## src/rtl/fx_div_seq.sv

```systemverilog
// Iterative signed fixed-point divider: restoring division on magnitudes, one quotient
// bit per cycle, with saturation and flags for overflow and divide-by-zero.
module fx_div_seq #(
  parameter int WIDTH = 32,
  parameter int QINT  = 16,
  parameter int QFRAC = WIDTH - QINT
) (
  input  logic             clk,
  input  logic             rst_n,
  input  logic             valid_in,
  output logic             ready_in,
  input  logic [WIDTH-1:0] a,
  input  logic [WIDTH-1:0] b,
  output logic             valid_out,
  output logic [WIDTH-1:0] result,
  output logic             div_by_zero,
  output logic             overflow
);

  localparam int N  = WIDTH + QFRAC;
  localparam int CW = $clog2(N);

  localparam logic [N-1:0]     POS_MAX = {{(N-WIDTH+1){1'b0}}, {(WIDTH-1){1'b1}}};
  localparam logic [N-1:0]     NEG_MAG = {{(N-WIDTH){1'b0}}, 1'b1, {(WIDTH-1){1'b0}}};
  localparam logic [WIDTH-1:0] MAX_RES = {1'b0, {(WIDTH-1){1'b1}}};
  localparam logic [WIDTH-1:0] MIN_RES = {1'b1, {(WIDTH-1){1'b0}}};

  // ZERO is the single wait cycle a divide-by-zero spends before DONE.
  typedef enum logic [1:0] {IDLE, CALC, ZERO, DONE} state_t;

  state_t          state, state_nxt;
  logic            sgn, a_neg;
  logic [N-1:0]    num;
  logic [WIDTH-1:0] den;
  logic [WIDTH:0]  rem;
  logic [CW-1:0]   cnt;

  logic            accept, last;
  logic [WIDTH-1:0] a_mag, b_mag;
  logic [WIDTH+1:0] rem_sh;
  logic            q_bit;
  logic [WIDTH:0]  rem_nxt;
  logic [N-1:0]    q_fin;
  logic [WIDTH-1:0] sat_res;
  logic            sat_ovf;

  always_comb begin
    accept = valid_in && (state == IDLE);
    last   = (cnt == CW'(N - 1));
    a_mag  = a[WIDTH-1] ? (~a) + WIDTH'(1) : a;
    b_mag  = b[WIDTH-1] ? (~b) + WIDTH'(1) : b;
  end

  // num doubles as the quotient shift register: dividend bits leave at the top
  // while quotient bits enter at the bottom, so after N steps it holds q.
  always_comb begin
    rem_sh  = {rem, num[N-1]};
    q_bit   = (rem_sh >= {2'b00, den});
    rem_nxt = q_bit ? (rem_sh[WIDTH:0] - {1'b0, den}) : rem_sh[WIDTH:0];
    q_fin   = {num[N-2:0], q_bit};
  end

  // A magnitude of exactly 2^(WIDTH-1) with sgn=1 negates to MIN_RES without overflow.
  always_comb begin
    sat_res = '0;
    sat_ovf = 1'b0;
    if (!sgn && (q_fin > POS_MAX)) begin
      sat_res = MAX_RES;
      sat_ovf = 1'b1;
    end else if (sgn && (q_fin > NEG_MAG)) begin
      sat_res = MIN_RES;
      sat_ovf = 1'b1;
    end else if (sgn) begin
      sat_res = (~q_fin[WIDTH-1:0]) + WIDTH'(1);
    end else begin
      sat_res = q_fin[WIDTH-1:0];
    end
  end

  always_ff @(posedge clk) begin
    if (!rst_n) state <= IDLE;
    else        state <= state_nxt;
  end

  always_comb begin
    state_nxt = state;
    unique case (state)
      IDLE: if (accept) state_nxt = (b == '0) ? ZERO : CALC;
      CALC: if (last)   state_nxt = DONE;
      ZERO:             state_nxt = DONE;
      DONE:             state_nxt = IDLE;
      default:          state_nxt = IDLE;
    endcase
  end

  always_comb begin
    ready_in  = (state == IDLE);
    valid_out = (state == DONE);
  end

  always_ff @(posedge clk) begin
    if (!rst_n) begin
      sgn         <= 1'b0;
      a_neg       <= 1'b0;
      num         <= '0;
      den         <= '0;
      rem         <= '0;
      cnt         <= '0;
      result      <= '0;
      div_by_zero <= 1'b0;
      overflow    <= 1'b0;
    end else begin
      unique case (state)
        IDLE: if (accept) begin
          sgn   <= a[WIDTH-1] ^ b[WIDTH-1];
          a_neg <= a[WIDTH-1];
          num   <= {a_mag, {QFRAC{1'b0}}};
          den   <= b_mag;
          rem   <= '0;
          cnt   <= '0;
        end
        CALC: begin
          rem <= rem_nxt;
          num <= q_fin;
          cnt <= cnt + CW'(1);
          if (last) begin
            result      <= sat_res;
            overflow    <= sat_ovf;
            div_by_zero <= 1'b0;
          end
        end
        ZERO: begin
          result      <= a_neg ? MIN_RES : MAX_RES;
          div_by_zero <= 1'b1;
          overflow    <= 1'b0;
        end
        default: ;
      endcase
    end
  end

`ifndef SYNTHESIS
  always_ff @(posedge clk) begin
    if (rst_n && valid_in && ready_in)
      assert (!$isunknown({a, b})) else $error("fx_div_seq: X on operands at accept");
  end
`endif

endmodule

```

## config.mk

```make
export PLATFORM = sky130hd
export DESIGN_NAME = fx_div_seq
export DESIGN_NICKNAME = d
export VERILOG_FILES = /design/src/rtl/fx_div_seq.sv
export SDC_FILE = /design/constraint.sdc
export NUM_CORES = 1
export LEC_CHECK = 0
export CAP_MARGIN = 20
export CORE_MARGIN = 2
export CORE_UTILIZATION = 58
export DETAILED_ROUTE_END_ITERATION = 16
export PLACE_DENSITY = 0.79
export SYNTH_ARGS = -nofsm -noshare
export SYNTH_HDL_FRONTEND = slang
export SYNTH_SLANG_ARGS = --single-unit
```

## constraint.sdc

```tcl
create_clock -name clk -period 6.7 [get_ports clk]
set_input_delay 1.34 -clock clk [delete_from_list [all_inputs] [get_ports clk]]
set_output_delay 1.34 -clock clk [all_outputs]
set_load 0.005 [all_outputs]
```

## Word-level counts from Yosys, hierarchy flattened

Index checks and enable logic that the tools add are counted.

- Flip-flop bits (word level): 157
- Output and inout bits: 36

- $add $sub $neg: 5
- Mux-type cells: 25
- Bitwise logic cells: 4
- $lt $le $gt $ge: 3
- Reductions and logical operators: 12
- Equality and inequality tests: 6

Operator list:

| kind | count |
|---|---|
| 2-to-1 mux 32 bit | 7 |
| adder 32 x 1 -> 32 bit, second input constant | 3 |
| NOT 32 bit | 3 |
| case mux 48 bit (2 select lines) | 1 |
| 2-to-1 mux 33 bit | 2 |
| case mux 33 bit (2 select lines) | 1 |
| case mux 32 bit (2 select lines) | 1 |
| > comparator 48 x 31 -> 1 bit, second input constant | 1 |
| > comparator 48 x 32 -> 1 bit, second input constant | 1 |
| 2-to-1 mux 48 bit | 1 |
| >= comparator 34 x 32 -> 1 bit | 1 |
| subtractor 33 x 32 -> 33 bit | 1 |
| zero test 32 bit | 1 |
| case mux 6 bit (2 select lines) | 1 |
| case mux 2 bit (4 select lines) | 1 |
| AND reduction 2 bit | 4 |
| adder 6 x 1 -> 6 bit, second input constant | 1 |
| equality test 6 bit, second input constant | 1 |
| 2-to-1 mux 2 bit | 3 |
| 2-to-1 mux 6 bit | 1 |
| equality test 2 bit, second input constant | 2 |
| 2-to-1 mux 1 bit | 4 |
| case mux 1 bit (2 select lines) | 2 |
| nonzero test 2 bit | 2 |
| 7 further kinds | 9 |

## Depth between registers and ports, before layout

- Depth after elaboration: 8
- Depth in mapped cells: 23
- Depth with buffers taken out: 19

## Worst setup path before layout

OpenSTA, ideal clock, no wires.

- Path type: register -> register
- From: register den[15]
- To: register result[27]
- Data required time: 6,605 ps
- Buffers on the path: 4
- Stages on the path, launching flop included: 22
- Clock period less this slack: 4,655 ps
- Data arrival time: 4,560 ps
- Library setup time: 95 ps
- Path slack: 2,045 ps
- Path through: dfxtp_1 inv_1 ha_1 buf_2 a21o_1 a21o_1 a221oi_1 nand2b_1 nand3_1 inv_1 clkbuf_1 clkbuf_1 ha_1 nor3b_1 and2_1 buf_2 nor3b_1 nand2_1 a21oi_1 nand2_1 o31a_1 a221oi_1

- Word-level cells in the longest chain between the ends: 8

Ends and longest elaborated chain:

| what | RTL line | RTL |
|---|---|---|
| start, declared | 34 | `logic [WIDTH-1:0] den;` |
| start signal, assigned | 118 | `den <= b_mag;` |
| >= comparator 34 x 32 -> 1 bit * | 58 | `q_bit = (rem_sh >= {2'b00, den});` |
| NOT 32 bit | 74 | `sat_res = (~q_fin[WIDTH-1:0]) + WIDTH'(1);` |
| adder 32 x 1 -> 32 bit | 74 |  |
| 2-to-1 mux 32 bit | 73 | `end else if (sgn) begin` |
| 2-to-1 mux 32 bit | 70 | `end else if (sgn && (q_fin > NEG_MAG)) begin` |
| 2-to-1 mux 32 bit * | 67 | `if (!sgn && (q_fin > POS_MAX)) begin` |
| 2-to-1 mux 32 bit * | 126 | `if (last) begin` |
| case mux 32 bit (2 select lines) * | 113 | `unique case (state)` |
| end signal, assigned | 127 | `result <= sat_res;` |
| end signal, assigned | 133 | `result <= a_neg ? MIN_RES : MAX_RES;` |
| end, declared | 15 | `output logic [WIDTH-1:0] result,` |

Every way passes the cells marked *; elsewhere a longest branch is shown, timed or not. The select of a mux whose other input is x is not followed.
A chain may end at the register's enable or synchronous reset.

## Worst setup path in the final report

- From: register den[4]
- To: register result[21]

Same word-level chain as after synthesis.

==> impl_metrics.toml <==
[synth]
syn_area_um2 = 10100
ys_async_sr_fraction_pct = 0
synth-seq-area-share_pct = 31.2
ys_warn_count = 0
synth_nets = 1436
syn_avg_cell_area_um2 = 7.58
synth_ff_type = "dfxtp_1"
synth_edf_count = 0
synthCells = 1328
ys_types = 77
synth_seq_cells = 157

[timing]
fin_setup_tns_ps = 0
hold_viol = 0
fin_crit_ps = 5220
relSlewSlack_pct = 31.2
finalMaxSlewViolations = 0
fin_ws_ps = 1480
rsz0062_at_grt = "false"
fin_skew_ps = 9.39
setup_violations = 0
max_freq_mhz = 192
min_period_over_period_pct = 77.9
worstMarginPinSlew_ps = 1030
hold_ws_ps = 455

[final_layout]
layout_common_cells = "dfxtp_1, nand2_1, nor2_1"
drive_gt1_share_pct = 5.04
syn_to_final_growth_pct = 17.4
multiInputGateArea_um2 = 6400
nets = 1486
final_cells = 1615
mostFrequentLayoutCell = "dfxtp_1"
ff_latch_area_um2 = 3140
antenna_cells = 0
n_fill_cell = 1484
utilization_pct = 69.0
final_design_area_no_fill_um2 = 11800

[detailed_routing]
post_drt_wl_per_cell_um = 16.7
drcViolationCount = 0
via_count = 9907
drt_iter0_markers = 842
final_antenna_net_count = 0
vias_per_cell = 6.13
firstDrtPassIters = 5
drt_wl_total_um = 27000

[placed_design]
io_buffers = 102
post-place-ws_ps = 1590
place.gp.congestion = 0.938
dpl_cell_area_um2 = 11100
hpwl_um = 18600
dp.cells = 1580

[die]
die_h_um = 136
rows = 48
dieArea_um2 = 18400
initial_utilization_pct = 58.8
core_area_um2 = 17100
dieWidth_um = 136
io_pins = 103

[setup_path]
crit_required_ps = 7050
startpoint_type = "flip-flop"
crit_chain = "inv_1 > ha_1 > a21oi_1 > nor2b_1 > nor3_1 > a211o_1 > nand3_1 > inv_1 > ha_1 > nor3b_1 > and2_1 > nor3b_1 > buf_4 > nand2_1 > a21o_1 > or4_1 > nand3_1 > o21ai_1 > a211oi_2"
path_buf_inv = 3
cp.depth = 19
r2r_cells = 19
crit_family = "simple AND/OR/NAND/NOR gates"
rrSetupSlack_ps = 1480
cp_slowest_stage_delay_ps = 570
r2r-end = "result[21]"
r2r_start = "den[4]"
crit_path_top_delay_cell = "nor3_1"
crit_end = "result[21]"
crit_type = "reg -> reg"
crit_start = "den[4]"
crit_path_end_kind = "flip-flop"
cp.arrival_ps = 5570
cp_max_fo = 24

[clock_network]
clock_latency_ps = 430
clockRootBuffer = "clkbuf_16"
cts.reportedPaths.clkPinSlew_ps = 60
postCtsHoldBufs = 0
htree_levels = 4
clock_sinks = 157
cts_inserted_buffers = 17
max-clock-path-buffers = 2
cts_resized = 0
post_cts_buffers = 0
tritoncts = "built"

[global_routing]
grt_start_max_net_pins = 77
grt_pass1_wl_um = 43900
antenna_found_initial = 0
grt_pass1_vias = 8835
grt.total_usage_pct = 29.3
grt-ovfl-total = 0

[run_status]
outcome = "complete, no violations"

[power]
p_seq_share_pct = 31.1
p_switching_mw = 1.62
clkPwrFrac_pct = 25.3
fin_total_pwr_mw = 4.05
internal_power_mw = 2.43
p_sw_share_pct = 40.1
leakage_nw = 4.41
combPwrFrac_pct = 43.6
power_density_nw_per_um2 = 343
max-vdd-ir-drop_mv = 0.225

[min_path]
hold_depth = 2
hold_path.class = "reg -> reg"

[run]
drv_cap = 0
tightest hold or removal path, delay by kind of cell, from the launching register on:
family / cells / cell delay [ps]
flip-flops: 1 / 310
AND/OR/NAND/NOR: 1 / 50
AO/OA/AOI/OAI: 1 / 50
cells by family (layout without fill, tap and decap cells):
| group | Yosys count | in the layout | share of synthesized area [%] |
|---|---|---|---|
| xor gates and xnor gates | 98 | 98 | 8.53 |
| and+or+nand+nor | 446 | 446 | 20.6 |
| DFF | 157 | 157 | 31.2 |
| buffers and inverters | 139 | 201 | 5.28 |
| adders and majority gates | 41 | 41 | 5.17 |
| muxes | 7 | 7 | 0.709 |
| AOI/OAI and AO/OA | 440 | 440 | 28.4 |
cell usage after synthesis, drive strengths merged, types with 17 or more instances:
cell / count / share of area (%)
a22oi: 33 / 2.5
nand2: 156 / 5.8
ha: 40 / 5.0
dfxtp: 157 / 31
xor2: 75 / 6.5
inv: 51 / 1.9
o21ai: 96 / 4.8
a31oi: 17 / 1.1
xnor2: 23 / 2.0
o31ai: 20 / 1.5
nor3: 26 / 1.3
clkbuf: 74 / 2.8
a21oi: 118 / 5.9
nand3: 30 / 1.7
a211oi: 47 / 3.7
nor2: 139 / 5.2
per-layer routing:
metal  GRT usage [%]  vias up  wire (µm)  share of wire [%]
met4            8.85        0        480                1.8
met1            43.1     4575      12900                 48
li1                -     4931          -                  -
met2            43.7      361      11700                 43
met5               0        -          0                  0
met3            5.24       40       1900                7.0
registers in the layout, indices dropped and copies added (netlist names):
register	count
state	2
cnt	6
rem	33
sgn	1
overflow	1
num	48
den	32
div_by_zero	1
result	32
a_neg	1
layout make-up:
type | count | area share [%]
Sequential cell | 157 | 26.6
Inverter | 52 | 1.67
Clock inverter | 11 | 1.40
Tap cell | 225 | 2.38
Clock buffer | 20 | 3.78
Multi-Input combinational cell | 1032 | 54.2
Timing Repair Buffer | 118 | 10.0
how the worst min path moves through the flow:
| stage | slack [ps] | endpoint | start |
|---|---|---|---|
| global placement | 440 | rem[32] | rem[32] |
| detailed placement | 450 | rem[32] | rem[32] |
| finish | 460 | rem[32] | rem[32] |
| CTS | 460 | rem[32] | rem[32] |
| floorplan | 430 | rem[32] | rem[32] |
| global route | 490 | den[0] | den[0] |
power groups by stage:
stage / registers (mW) / logic, mW / clock network [mW]
after global placement: 1.26 / 1.70 / 0
after global routing: 1.28 / 1.96 / 1.06
after CTS: 1.26 / 1.73 / 1.03
final: 1.26 / 1.77 / 1.02
after floorplan: 1.23 / 1.23 / 0
after detailed placement: 1.27 / 1.71 / 0
(Power assumes the default switching activity.)
